==> src/rtl/load_store_queue_if.sv <==
// Dispatch/commit/memory-side signal bundle for load_store_queue.
// The queue connects through the slave modport; the driving side uses master.
interface load_store_queue_if #(
  parameter int unsigned DEPTH = 4
);
  localparam int unsigned CW = $clog2(DEPTH) + 1;

  logic          flush_in;
  logic          enq_valid_in;
  logic          enq_ready_out;
  logic          enq_is_store_in;
  logic [2:0]    enq_rob_ix_in;
  logic [31:0]   enq_addr_in;
  logic [31:0]   enq_data_in;
  logic          commit_valid_in;
  logic [2:0]    commit_rob_ix_in;
  logic          mem_ready_in;
  logic          mem_valid_out;
  logic          mem_load_or_store_out;
  logic [2:0]    mem_load_rob_ix_out;
  logic [31:0]   mem_load_addr_out;
  logic [31:0]   mem_store_addr_out;
  logic [31:0]   mem_store_data_out;
  logic          load_ack_in;
  logic [CW-1:0] count_out;

  modport master (
    output flush_in, enq_valid_in, enq_is_store_in, enq_rob_ix_in, enq_addr_in,
           enq_data_in, commit_valid_in, commit_rob_ix_in, mem_ready_in, load_ack_in,
    input  enq_ready_out, mem_valid_out, mem_load_or_store_out, mem_load_rob_ix_out,
           mem_load_addr_out, mem_store_addr_out, mem_store_data_out, count_out
  );

  modport slave (
    input  flush_in, enq_valid_in, enq_is_store_in, enq_rob_ix_in, enq_addr_in,
           enq_data_in, commit_valid_in, commit_rob_ix_in, mem_ready_in, load_ack_in,
    output enq_ready_out, mem_valid_out, mem_load_or_store_out, mem_load_rob_ix_out,
           mem_load_addr_out, mem_store_addr_out, mem_store_data_out, count_out
  );
endinterface

==> src/rtl/load_store_queue.sv <==
// In-order load/store queue in front of the data memory unit: stores wait for
// ROB commit, loads hold the head from issue until the CDB acknowledges.
module load_store_queue #(
  parameter int unsigned DEPTH = 4
) (
  input  logic              clk_in,
  input  logic              rst_in,
  load_store_queue_if.slave bus
);
  localparam int unsigned PW = $clog2(DEPTH);
  localparam int unsigned CW = PW + 1;

  typedef enum logic {IDLE, WAIT_LOAD} state_t;

  state_t            state_q, state_d;
  logic [DEPTH-1:0]  valid_q, is_store_q, committed_q;
  logic [2:0]        rob_q  [DEPTH];
  logic [31:0]       addr_q [DEPTH];
  logic [31:0]       data_q [DEPTH];
  logic [PW-1:0]     head_q, tail_q;
  logic [CW-1:0]     count_q;
  logic              empty, full, enq_fire, eligible, issue, pop, enq_commit;

  assign empty      = (count_q == '0);
  assign full       = (count_q == CW'(DEPTH));
  assign enq_fire   = bus.enq_valid_in && !full;
  assign eligible   = !empty && (!is_store_q[head_q] || committed_q[head_q]);
  assign enq_commit = bus.enq_is_store_in && bus.commit_valid_in &&
                      (bus.enq_rob_ix_in == bus.commit_rob_ix_in);

  always_comb begin
    state_d = state_q;
    issue   = 1'b0;
    pop     = 1'b0;
    unique case (state_q)
      IDLE: begin
        if (eligible && bus.mem_ready_in) begin
          issue = 1'b1;
          if (is_store_q[head_q]) pop = 1'b1;
          else                    state_d = WAIT_LOAD;
        end
      end
      WAIT_LOAD: begin
        if (bus.load_ack_in) begin
          pop     = 1'b1;
          state_d = IDLE;
        end
      end
      default: state_d = IDLE;
    endcase
  end

  always_ff @(posedge clk_in or negedge rst_in) begin
    if (!rst_in)          state_q <= IDLE;
    else if (bus.flush_in) state_q <= IDLE;
    else                  state_q <= state_d;
  end

  always_ff @(posedge clk_in or negedge rst_in) begin
    if (!rst_in) begin
      valid_q     <= '0;
      is_store_q  <= '0;
      committed_q <= '0;
      rob_q       <= '{default: '0};
      addr_q      <= '{default: '0};
      data_q      <= '{default: '0};
      head_q      <= '0;
      tail_q      <= '0;
      count_q     <= '0;
    end else if (bus.flush_in) begin
      valid_q     <= '0;
      committed_q <= '0;
      head_q      <= '0;
      tail_q      <= '0;
      count_q     <= '0;
    end else begin
      if (bus.commit_valid_in) begin
        for (int unsigned i = 0; i < DEPTH; i++) begin
          if (valid_q[PW'(i)] && is_store_q[PW'(i)] && (rob_q[PW'(i)] == bus.commit_rob_ix_in))
            committed_q[PW'(i)] <= 1'b1;
        end
      end
      // The tail slot is never valid when enqueue fires, so the commit
      // search above cannot collide with this write.
      if (enq_fire) begin
        valid_q[tail_q]     <= 1'b1;
        is_store_q[tail_q]  <= bus.enq_is_store_in;
        committed_q[tail_q] <= enq_commit;
        rob_q[tail_q]       <= bus.enq_rob_ix_in;
        addr_q[tail_q]      <= bus.enq_addr_in;
        data_q[tail_q]      <= bus.enq_data_in;
        tail_q              <= tail_q + PW'(1);
      end
      if (pop) begin
        valid_q[head_q] <= 1'b0;
        head_q          <= head_q + PW'(1);
      end
      if (enq_fire && !pop)      count_q <= count_q + CW'(1);
      else if (!enq_fire && pop) count_q <= count_q - CW'(1);
    end
  end

  assign bus.enq_ready_out         = !full;
  assign bus.mem_valid_out         = issue;
  assign bus.count_out             = count_q;
  assign bus.mem_load_or_store_out = !empty && is_store_q[head_q];
  assign bus.mem_load_rob_ix_out   = empty ? '0 : rob_q[head_q];
  assign bus.mem_load_addr_out     = empty ? '0 : addr_q[head_q];
  assign bus.mem_store_addr_out    = empty ? '0 : addr_q[head_q];
  assign bus.mem_store_data_out    = empty ? '0 : data_q[head_q];
endmodule

==> src/flat_wrapper.sv <==
// flat-port wrapper written by rule: the top's interface ports become plain ports
module load_store_queue_flat 
#(
  parameter int unsigned DEPTH = 4
)
  (clk_in, rst_in, bus_flush_in, bus_enq_valid_in, bus_enq_is_store_in, bus_enq_rob_ix_in, bus_enq_addr_in, bus_enq_data_in, bus_commit_valid_in, bus_commit_rob_ix_in, bus_mem_ready_in, bus_load_ack_in, bus_enq_ready_out, bus_mem_valid_out, bus_mem_load_or_store_out, bus_mem_load_rob_ix_out, bus_mem_load_addr_out, bus_mem_store_addr_out, bus_mem_store_data_out, bus_count_out);
  load_store_queue_if #(.DEPTH(DEPTH)) bus_i ();
  input  logic clk_in;
  input  logic rst_in;
  input wire logic [$bits(bus_i.flush_in)-1:0] bus_flush_in;
  input wire logic [$bits(bus_i.enq_valid_in)-1:0] bus_enq_valid_in;
  input wire logic [$bits(bus_i.enq_is_store_in)-1:0] bus_enq_is_store_in;
  input wire logic [$bits(bus_i.enq_rob_ix_in)-1:0] bus_enq_rob_ix_in;
  input wire logic [$bits(bus_i.enq_addr_in)-1:0] bus_enq_addr_in;
  input wire logic [$bits(bus_i.enq_data_in)-1:0] bus_enq_data_in;
  input wire logic [$bits(bus_i.commit_valid_in)-1:0] bus_commit_valid_in;
  input wire logic [$bits(bus_i.commit_rob_ix_in)-1:0] bus_commit_rob_ix_in;
  input wire logic [$bits(bus_i.mem_ready_in)-1:0] bus_mem_ready_in;
  input wire logic [$bits(bus_i.load_ack_in)-1:0] bus_load_ack_in;
  output wire logic [$bits(bus_i.enq_ready_out)-1:0] bus_enq_ready_out;
  output wire logic [$bits(bus_i.mem_valid_out)-1:0] bus_mem_valid_out;
  output wire logic [$bits(bus_i.mem_load_or_store_out)-1:0] bus_mem_load_or_store_out;
  output wire logic [$bits(bus_i.mem_load_rob_ix_out)-1:0] bus_mem_load_rob_ix_out;
  output wire logic [$bits(bus_i.mem_load_addr_out)-1:0] bus_mem_load_addr_out;
  output wire logic [$bits(bus_i.mem_store_addr_out)-1:0] bus_mem_store_addr_out;
  output wire logic [$bits(bus_i.mem_store_data_out)-1:0] bus_mem_store_data_out;
  output wire logic [$bits(bus_i.count_out)-1:0] bus_count_out;
  assign bus_i.flush_in = bus_flush_in;
  assign bus_i.enq_valid_in = bus_enq_valid_in;
  assign bus_i.enq_is_store_in = bus_enq_is_store_in;
  assign bus_i.enq_rob_ix_in = bus_enq_rob_ix_in;
  assign bus_i.enq_addr_in = bus_enq_addr_in;
  assign bus_i.enq_data_in = bus_enq_data_in;
  assign bus_i.commit_valid_in = bus_commit_valid_in;
  assign bus_i.commit_rob_ix_in = bus_commit_rob_ix_in;
  assign bus_i.mem_ready_in = bus_mem_ready_in;
  assign bus_i.load_ack_in = bus_load_ack_in;
  assign bus_enq_ready_out = bus_i.enq_ready_out;
  assign bus_mem_valid_out = bus_i.mem_valid_out;
  assign bus_mem_load_or_store_out = bus_i.mem_load_or_store_out;
  assign bus_mem_load_rob_ix_out = bus_i.mem_load_rob_ix_out;
  assign bus_mem_load_addr_out = bus_i.mem_load_addr_out;
  assign bus_mem_store_addr_out = bus_i.mem_store_addr_out;
  assign bus_mem_store_data_out = bus_i.mem_store_data_out;
  assign bus_count_out = bus_i.count_out;
  load_store_queue #(.DEPTH(DEPTH)) u_core (.clk_in(clk_in), .rst_in(rst_in), .bus(bus_i));
endmodule
==> config.mk <==
export PLATFORM = sky130hd
export DESIGN_NAME = load_store_queue_flat
export DESIGN_NICKNAME = d
export VERILOG_FILES = /design/src/rtl/load_store_queue_if.sv /design/src/rtl/load_store_queue.sv /design/src/flat_wrapper.sv
export SDC_FILE = /design/constraint.sdc
export NUM_CORES = 1
export LEC_CHECK = 0
export CAP_MARGIN = 20
export CORE_ASPECT_RATIO = 1.75
export CORE_MARGIN = 2
export CORE_UTILIZATION = 50
export CTS_CLUSTER_SIZE = 20
export DETAILED_ROUTE_END_ITERATION = 16
export GPL_TIMING_DRIVEN = 0
export PLACE_DENSITY = 0.76
export SLEW_MARGIN = 10
export SYNTH_ARGS = -nofsm -noshare
export SYNTH_HDL_FRONTEND = slang
export SYNTH_SLANG_ARGS = --single-unit
==> constraint.sdc <==
create_clock -name clk_in -period 8.1 [get_ports clk_in]
set_input_delay 1.215 -clock clk_in [delete_from_list [all_inputs] [get_ports clk_in]]
set_output_delay 1.215 -clock clk_in [all_outputs]
set_load 0.03 [all_outputs]
==> results.ini, run 1 <==
[clock_tree]
cts.sinks=288
cts_made_buffers=27
hold_buffers=0
clkLatencyLatePin_ns=0.54
cts_buffer_depth=3
htreeDepth=1
cts-root-buf=clkbuf_16
postCtsSetupBuffers=0
cts_tree=yes
ctsResizeCount=0
clk_pin_slew_ns=0.06

[worst_hold_path]
worstHoldPathType=flop to flop

[power_and_ir_drop]
ir_worst_vdd_v=0.000234
p_per_area_nw_per_um2=390
power.leakage_nw=7.21

[place]
dpl_worst_slack_ns=3.36
place_congestion=0.813
portBuffers=178
dp_hpwl_mm=20.8
dp_cells=1404
dpl-instance-area_um2=15800

[finish]
final_core_util_pct=62.9
instances_no_fill=1453
fin_nets=1196
postLayoutCellArea_um2=16700
fillers=2057
drive_gt1_share_pct=41.0
area_growth_pct=23.4

[grt]
grt_pass1_wl_mm=48.4
antenna_found_initial=2
grt_use_total_pct=21.6
grt_max_degree=108
gr-total-overflow=0
grt_pass1_vias=8932

[floorplanning]
die_area_um2=28500
die_w_um=128
std_cell_rows=79
pin_count=183
start_util_pct=51.0
die_h_um=222
core-area_um2=26600

[route]
via_count=8108
routedWlPerCell_um=20.4
post_drt_via_cell_ratio=5.58
finalWirelength_mm=29.6
drtIter0Drc=399
drtAntennaViolNets=0
drc=0
firstDrtPassIters=4

[synthesis]
ys_types=35
synthCells=900
ys.warnings.count=0
seq_area_frac_synth_pct=53.2
yosys-top-cells-area=dfrtp_1, mux2_2, mux4_2
synth.avg_cell_area_um2=15.1
synthesis.nets=987
syn-cell-area_um2=13600
synth_top_area_cell=dfrtp_1
ys_ff_latch=288
synth_top_area_share_pct=53.2

[timing]
fin_crit_ns=5.18
tightestPinTransition_ns=0.919
rsz0062_at_grt=false
setup_viol=0
layout_setup_ws_ns=2.92
slew_viol_final=0
final.setup.tns_ns=0
final_hold_viol_count=0
clock_skew_ns=0.0171
fin_crit_sh_pct=63.9
clock.fmax_mhz=193
relSlewSlack_pct=38.3

[critical_path]
critPathLaunchType=flop
arrival_ns=3.96
crit_path_end_kind=output pin
crit_fanout=10
crit_required_ns=6.88
crit_type=flop to output pin

[status]
status=completed

[run]
maxCapViolCount=0

[cell type report]
type	instances	area (µm²)	area share [%]
buffer	89	526	3.14
antenna	2	5.00	0.0299
clock buffer	36	779	4.66
multi-input combinational	512	5780	34.5
timing repair buffer	180	1840	11.0
clock inverter	11	140	0.838
inverter	11	41.3	0.247
sequential	288	7210	43.1
tap	324	405	2.42
[where the power goes]
group          total (W)  internal [W]  switching [W]  leakage, nW
clock network    0.00131      0.000770       0.000537        0.456
logic            0.00284       0.00151        0.00133         3.13
registers        0.00237       0.00206       0.000313         3.63
total            0.00652       0.00434        0.00218         7.21
[synthesized netlist by cell type]
master and count:
a41o_1 1, nand2b_1 3, nor4_1 4, a2111oi_2 1, nand2_1 13, a2bb2o_1 1
buf_4 40, nor3_1 3, o21ai_0 4, buf_1 1, buf_6 1, or2_0 1
a41oi_4 1, xnor2_1 4, mux2i_1 1, and2_1 2, nand3_1 10, mux2_2 272
buf_2 27, a21boi_0 1, xor2_1 14, nor2b_1 69, mux2_4 1, dfrtp_1 288
a31o_2 1, inv_1 11, nor3b_2 1, a21oi_1 13, a211oi_1 5, o31a_1 1
ha_1 8, nor2_1 7, clkbuf_1 20, fa_1 1, mux4_2 69
[cell families (layout without fill, tap and decap cells)]
logic type               Yosys count  in the layout  share of synthesized area (%)
multiplexers                     343            343                           34.3
flip-flops                       288            288                           53.2
AND/OR/NAND/NOR                  113            113                           4.77
buffers and inverters            100            327                           4.18
AO/OA/AOI/OAI                     29             29                           1.55
XOR/XNOR                          18             18                           1.16
adder cells (fa/ha/maj)            9              9                          0.886
other                              0              2                              0
[through the flow]
step                      power [W]  hold slack (ns)
after global routing        0.00689            0.512
after detailed placement    0.00527            0.487
after CTS                   0.00660            0.502
after global placement      0.00519            0.482
final                       0.00652            0.498
after floorplan             0.00426            0.474
[sequential cells by signal, summed over array words and instances (netlist names)]
register              flops
u_core.addr_q           128
u_core.data_q           128
u_core.rob_q             12
u_core.committed_q        4
u_core.is_store_q         4
u_core.valid_q            4
u_core.bus.count_out      3
u_core.head_q             2
u_core.tail_q             2
u_core.state_q            1
[critical path, stage by stage (launching register included)]
cell and delay, ns:
dfrtp_1 0.37, clkbuf_1 0.45, buf_1 0.58, clkbuf_1 0.64, mux4_2 0.32, nor2b_1 0.25, buf_4 0.16, clkdlybuf4s50_1 0.66
[cells in the final DEF, fill, tap and decap left out, types with 3 or more instances in the layout]
cell type	netlist	routed
dfrtp_1	288	288
mux2_2	272	272
clkdlybuf4s50_1	0	177
mux4_2	69	69
nor2b_1	69	69
buf_4	40	40
buf_2	27	27
clkbuf_16	0	27
clkbuf_1	20	22
xor2_1	14	14
nand2_1	13	13
a21oi_1	13	13
inv_1	11	11
nand3_1	10	10
ha_1	8	8
nor2_1	7	7
clkbuf_8	0	7
a211oi_1	5	5
clkinv_2	0	5
xnor2_1	4	4
nor4_1	4	4
o21ai_0	4	4
nor3_1	3	3
nand2b_1	3	3
bufinv_16	0	3
[final timing paths]
check                      cells after the start  slack, ns              start                         end
hold / removal                                 1       0.50  u_core.addr_q[22]           u_core.addr_q[22]
setup reg to reg                              10       4.95   u_core.head_q[1]     u_core.bus.count_out[2]
max in group asynchronous                      3       6.05             rst_in           u_core.addr_q[51]
setup / recovery                               7       2.92   u_core.head_q[1]  bus_mem_store_addr_out[29]
hold reg to reg                                1       0.50  u_core.addr_q[22]           u_core.addr_q[22]
min in group asynchronous                      1       0.69             rst_in           u_core.data_q[58]
[metal layers]
metal | global-route usage [%] | up-vias | part of all wire, %
li1 | - | 3638 | -
met1 | 25.7 | 4282 | 38
met2 | 40.5 | 157 | 56
met3 | 2.80 | 31 | 3.5
met4 | 5.88 | 0 | 1.9
met5 | 0 | - | 0
Power figures use the tool's default switching activity.
==> run 2: changes to the inputs <==
- PLACE_DENSITY: 0.76 -> 0.79
- clock period: 8.1 -> 4.4 ns (I/O delays scaled with it)
==> results.ini, run 2 (synthesized netlist as in run 1, its figures left out) <==
[clock_tree]
clkLatencyLatePin_ns=0.54  ; about the same
htreeDepth=1  ; unchanged
postCtsSetupBuffers=0  ; unchanged
cts.sinks=288  ; unchanged
ctsResizeCount=2  ; +2
clk_pin_slew_ns=0.06  ; about the same
hold_buffers=0  ; unchanged
cts_made_buffers=28  ; +3.7%
cts_tree=yes
cts-root-buf=clkbuf_16
cts_buffer_depth=3  ; unchanged

[route]
finalWirelength_mm=29.2  ; -1.4%
post_drt_via_cell_ratio=5.55  ; -0.61%
via_count=8053  ; -0.68%
drtAntennaViolNets=0  ; unchanged
drtIter0Drc=294  ; -26%
firstDrtPassIters=4  ; unchanged
routedWlPerCell_um=20.1  ; -1.4%
drc=0  ; unchanged

[finish]
fillers=2014  ; -2.1%
final_cell_mix=dfrtp_1, mux2_2, clkdlybuf4s50_1
final_core_util_pct=62.7  ; -0.17 points
reg_top3=u_core.addr_q: 128 flops, u_core.data_q: 128 flops, u_core.rob_q: 12 flops
fin_nets=1197  ; +0.084%
multi_input_area_um2=5780  ; about the same
area_growth_pct=23.1
seq_area_um2=7210  ; unchanged
layout_commonest_cell=dfrtp_1
drive_gt1_share_pct=40.9  ; -0.14 points

[critical_path]
crit_required_ns=3.74  ; -3.14 ns
r2r_start=u_core.head_q[1]
arrival_ns=3.52  ; -0.44 ns
rr_endpoint=u_core.bus.count_out[2]
crit_fanout=10  ; unchanged
r2r_slack_ns=1.24  ; -3.71 ns
crit_path_end_kind=output pin
critPathLaunchType=flop
crit_type=flop to output pin
reg2reg_depth=10  ; unchanged

[power_and_ir_drop]
totalPowerFinal_w=0.0119  ; +82%
power.leakage_nw=7.19  ; -0.28%
ir_worst_vdd_v=0.000443  ; +90%
p_per_area_nw_per_um2=713  ; +83%

[timing]
fin_crit_ns=4.18
relSlewSlack_pct=53.6  ; +15 points
rsz0062_at_grt=false
clock_skew_ns=0.0155  ; -0.00163 ns
fin_crit_sh_pct=95.1
setup_viol=0  ; unchanged
final_hold_viol_count=0  ; unchanged
holdWs_ns=0.0849  ; -0.413 ns
clock.fmax_mhz=239
tightestPinTransition_ns=0.697  ; -0.222 ns
slew_viol_final=0  ; unchanged
final.setup.tns_ns=0  ; unchanged

[grt]
grt_use_total_pct=21.3  ; -0.33 points
gr-total-overflow=0  ; unchanged
grt_pass1_vias=8933  ; +0.011%
grt_pass1_wl_mm=47.7  ; -1.5%
antenna_found_initial=2  ; unchanged
grt_max_degree=110  ; +1.9%

[floorplanning]
start_util_pct=51.0  ; unchanged
std_cell_rows=79  ; unchanged
die_area_um2=28500  ; unchanged
core-area_um2=26600  ; unchanged
die_h_um=222  ; unchanged
die_w_um=128  ; unchanged
pin_count=183  ; unchanged

[place]
dp_hpwl_mm=20.9  ; +0.27%
place_congestion=0.824  ; +1.3%
portBuffers=178  ; unchanged

[run]
maxCapViolCount=0  ; unchanged

[worst_hold_path]
worstHoldPathType=input port to asynchronous set/reset pin

[status]
status=completed

==> run 2: cell count changes in the layout (fill, tap and decap cells not counted), sizes merged <==
cell	delta
bufinv	-2
clkinv	-2
buf	-1
clkbuf	+4
==> run 2: cell type report <==
cell class	instances	share of cell area, %
Inverter	11	0.248
Antenna cell	2	0.0300
Multi-Input combinational cell	512	34.7
Clock buffer	39	4.82
Timing Repair Buffer	180	11.0
Buffer	89	3.17
Clock inverter	7	0.375
Sequential cell	288	43.2
Tap cell	324	2.43
==> run 2: power by group <==
part	switching (W)	internal, W	leakage [nW]
logic	0.00244	0.00278	3.13
registers	0.000584	0.00379	3.63
clock network	0.000973	0.00132	0.427
==> run 2: worst max-delay path by stage <==
stage                            start                         end  depth (start not counted)
3_5_place_dp          u_core.head_q[1]  bus_mem_store_addr_out[29]                          7
2_1_floorplan         u_core.head_q[1]  bus_mem_store_addr_out[25]                          6
6_report       u_core.bus.count_out[0]  bus_mem_store_addr_out[29]                          6
4_1_cts               u_core.head_q[1]  bus_mem_store_addr_out[29]                          7
5_1_grt        u_core.bus.count_out[0]  bus_mem_store_addr_out[29]                          6
3_3_place_gp                    rst_in           u_core.addr_q[88]                          1
==> run 2: stage by stage <==
step	instances	area [µm²]	setup slack, ns
6_report	1452	16700	0.216
5_1_grt	1452	16700	0.0335
4_1_cts	1450	16700	0.0312
3_5_place_dp	1404	15800	0.348
3_3_place_gp	1402	15700	-9.47
2_1_floorplan	900	13600	1.46
==> run 2: critical path, stage by stage (launching register included) <==
cell and delay, ns:
dfrtp_1 0.44, nor3_2 0.53, clkbuf_1 0.56, clkbuf_1 0.51, nor2b_1 0.18, buf_4 0.17
clkdlybuf4s50_1 0.58
==> run 2: per-layer routing <==
layer	wire (µm)	global-route usage [%]
met1	11200	24.8
met2	16400	40.0
met3	890	2.46
met4	771	7.05
met5	0	0
==> run 3: changes to the inputs <==
- PLACE_DENSITY: 0.79 -> 0.76
- clock period: 4.4 -> 4.3 ns (I/O delays scaled with it)
==> results.ini, run 3 (synthesized netlist as in run 1, its figures left out) <==
[route]
drtIter0Drc=428  ; +46%
via_count=8105  ; +0.65%
routedWlPerCell_um=20.4  ; +1.3%
firstDrtPassIters=4  ; unchanged
finalWirelength_mm=29.6  ; +1.4%
post_drt_via_cell_ratio=5.58  ; +0.58%
drtAntennaViolNets=0  ; unchanged
drc=0  ; unchanged

[power_and_ir_drop]
clkPwrFrac_pct=20.1  ; +0.8 points
p_int_w=0.00817  ; +3.6%
power_frac_comb_pct=43.6  ; -0.3 points
p_switching_w=0.00411  ; +3.0%
ir_worst_vdd_v=0.000440  ; -0.62%
seq_power_share_pct=36.4  ; -0.4 points
p_per_area_nw_per_um2=735  ; +3.0%
sw_frac_of_total_pct=33.5  ; -0.14 points
power.leakage_nw=7.22  ; +0.45%

[place]
dp_cells=1404  ; unchanged
dp_hpwl_mm=20.8  ; -0.27%
dpl_worst_slack_ns=0.129  ; -0.219 ns
place_congestion=0.813  ; -1.3%
portBuffers=178  ; unchanged
dpl-instance-area_um2=15800  ; unchanged

[clock_tree]
postCtsSetupBuffers=0  ; unchanged
clk_pin_slew_ns=0.07  ; about the same
cts_made_buffers=27  ; -3.6%
clkLatencyLatePin_ns=0.54  ; about the same
cts.sinks=288  ; unchanged
cts-root-buf=clkbuf_16
htreeDepth=1  ; unchanged
cts_tree=yes
cts_buffer_depth=3  ; unchanged

[timing]
clock_skew_ns=0.0174  ; +0.00188 ns
layout_setup_ws_ns=0.231  ; +0.0154 ns
tightestPinTransition_ns=0.704  ; +0.00758 ns
fin_crit_ns=4.07
clock.fmax_mhz=246
slew_viol_final=0  ; unchanged
final.setup.tns_ns=0  ; unchanged
fin_crit_sh_pct=94.6
setup_viol=0  ; unchanged
relSlewSlack_pct=53.1  ; -0.51 points
rsz0062_at_grt=false
final_hold_viol_count=0  ; unchanged

[floorplanning]
die_h_um=222  ; unchanged
start_util_pct=51.0  ; unchanged
die_area_um2=28500  ; unchanged
die_w_um=128  ; unchanged
core-area_um2=26600  ; unchanged
pin_count=183  ; unchanged
std_cell_rows=79  ; unchanged

[critical_path]
crit_type=flop to output pin
crit_required_ns=3.65  ; -0.09 ns
crit_path_end_kind=output pin
crit_fanout=10  ; unchanged
arrival_ns=3.42  ; -0.10 ns
critPathLaunchType=flop

[grt]
grt_max_degree=108  ; -1.8%
grt_pass1_wl_mm=48.4  ; +1.5%
grt_pass1_vias=8933  ; unchanged
antenna_found_initial=2  ; unchanged
gr-total-overflow=0  ; unchanged
grt_use_total_pct=21.6  ; +0.33 points

[finish]
reg_top3=u_core.addr_q: 128 flops, u_core.data_q: 128 flops, u_core.rob_q: 12 flops
layout_commonest_cell=dfrtp_1
fin_nets=1196  ; -0.084%
final_cell_mix=dfrtp_1, mux2_2, clkdlybuf4s50_1
final_core_util_pct=62.9  ; +0.21 points
area_growth_pct=23.5
drive_gt1_share_pct=41.3  ; +0.50 points
instances_no_fill=1453  ; +0.069%
fillers=2058  ; +2.2%
postLayoutCellArea_um2=16700  ; +0.33%

[status]
status=completed

[run]
maxCapViolCount=0  ; unchanged

[worst_hold_path]
worstHoldPathType=input port to asynchronous set/reset pin

[run 3: changes by cell type in the layout (fill, tap and decap cells not counted)]
cell	change
bufinv_16	+2
clkinv_4	+2
clkbuf_16	-2
clkbuf_8	+3
buf_2	+1
clkbuf_1	-5
[run 3: worst max-delay path: stages, from the launching register on]
cell and delay (ns):
dfrtp_1 0.37, clkbuf_1 0.45, buf_2 0.39, clkbuf_2 0.38, mux4_2 0.25, nor2b_1 0.25, buf_4 0.16, clkdlybuf4s50_1 0.66
[run 3: cell type report]
class / count / area [µm²] / area share, %
buffer: 89 / 529 / 3.16
inverter: 11 / 41.3 / 0.247
tap: 324 / 405 / 2.42
timing repair buffer: 180 / 1840 / 11.0
antenna: 2 / 5.00 / 0.0299
clock buffer: 36 / 779 / 4.66
clock inverter: 11 / 140 / 0.838
multi-input combinational: 512 / 5780 / 34.6
sequential: 288 / 7210 / 43.1
[run 3: timing repair]
item	in CTS	in global routing
endpoints found under the setup margin	38	0
resized for setup	4	0
hold buffers	0	0
[run 3: power by group through the flow]
stage	Clock (W)	Sequential [W]	Combinational, W
2_1_floorplan	0	0.00432	0.00371
3_3_place_gp	0	0.00446	0.00531
3_5_place_dp	0	0.00452	0.00541
4_1_cts	0.00253	0.00447	0.00543
5_1_grt	0.00265	0.00462	0.00570
6_report	0.00246	0.00447	0.00536
[run 3: metal layers]
layer  GRT usage, %  wire length, µm
met1           25.6            11300
met2           40.4            16600
met3           2.92             1070
met4           6.13              626
met5              0                0
[run 3: metrics by stage]
stage,hold slack (ns),power [W]
after floorplan,0.349,0.00803
after global placement,0.482,0.00977
after detailed placement,0.487,0.00993
after CTS,0.142,0.0124
after global routing,0.168,0.0130
final,0.112,0.0123
[run 3: worst paths after layout]
kind | slack [ns] | to | cells past startpoint | from
worst min register to register | 0.50 | u_core.addr_q[22] | 1 | u_core.addr_q[22]
max in group asynchronous | 2.82 | u_core.data_q[32] | 3 | rst_in
worst max-delay path | 0.23 | bus_mem_store_addr_out[29] | 7 | u_core.head_q[1]
worst min-delay path | 0.11 | u_core.data_q[58] | 1 | rst_in
worst max register to register | 1.16 | u_core.bus.count_out[2] | 10 | u_core.head_q[1]
min in group clk_in | 0.50 | u_core.addr_q[22] | 1 | u_core.addr_q[22]
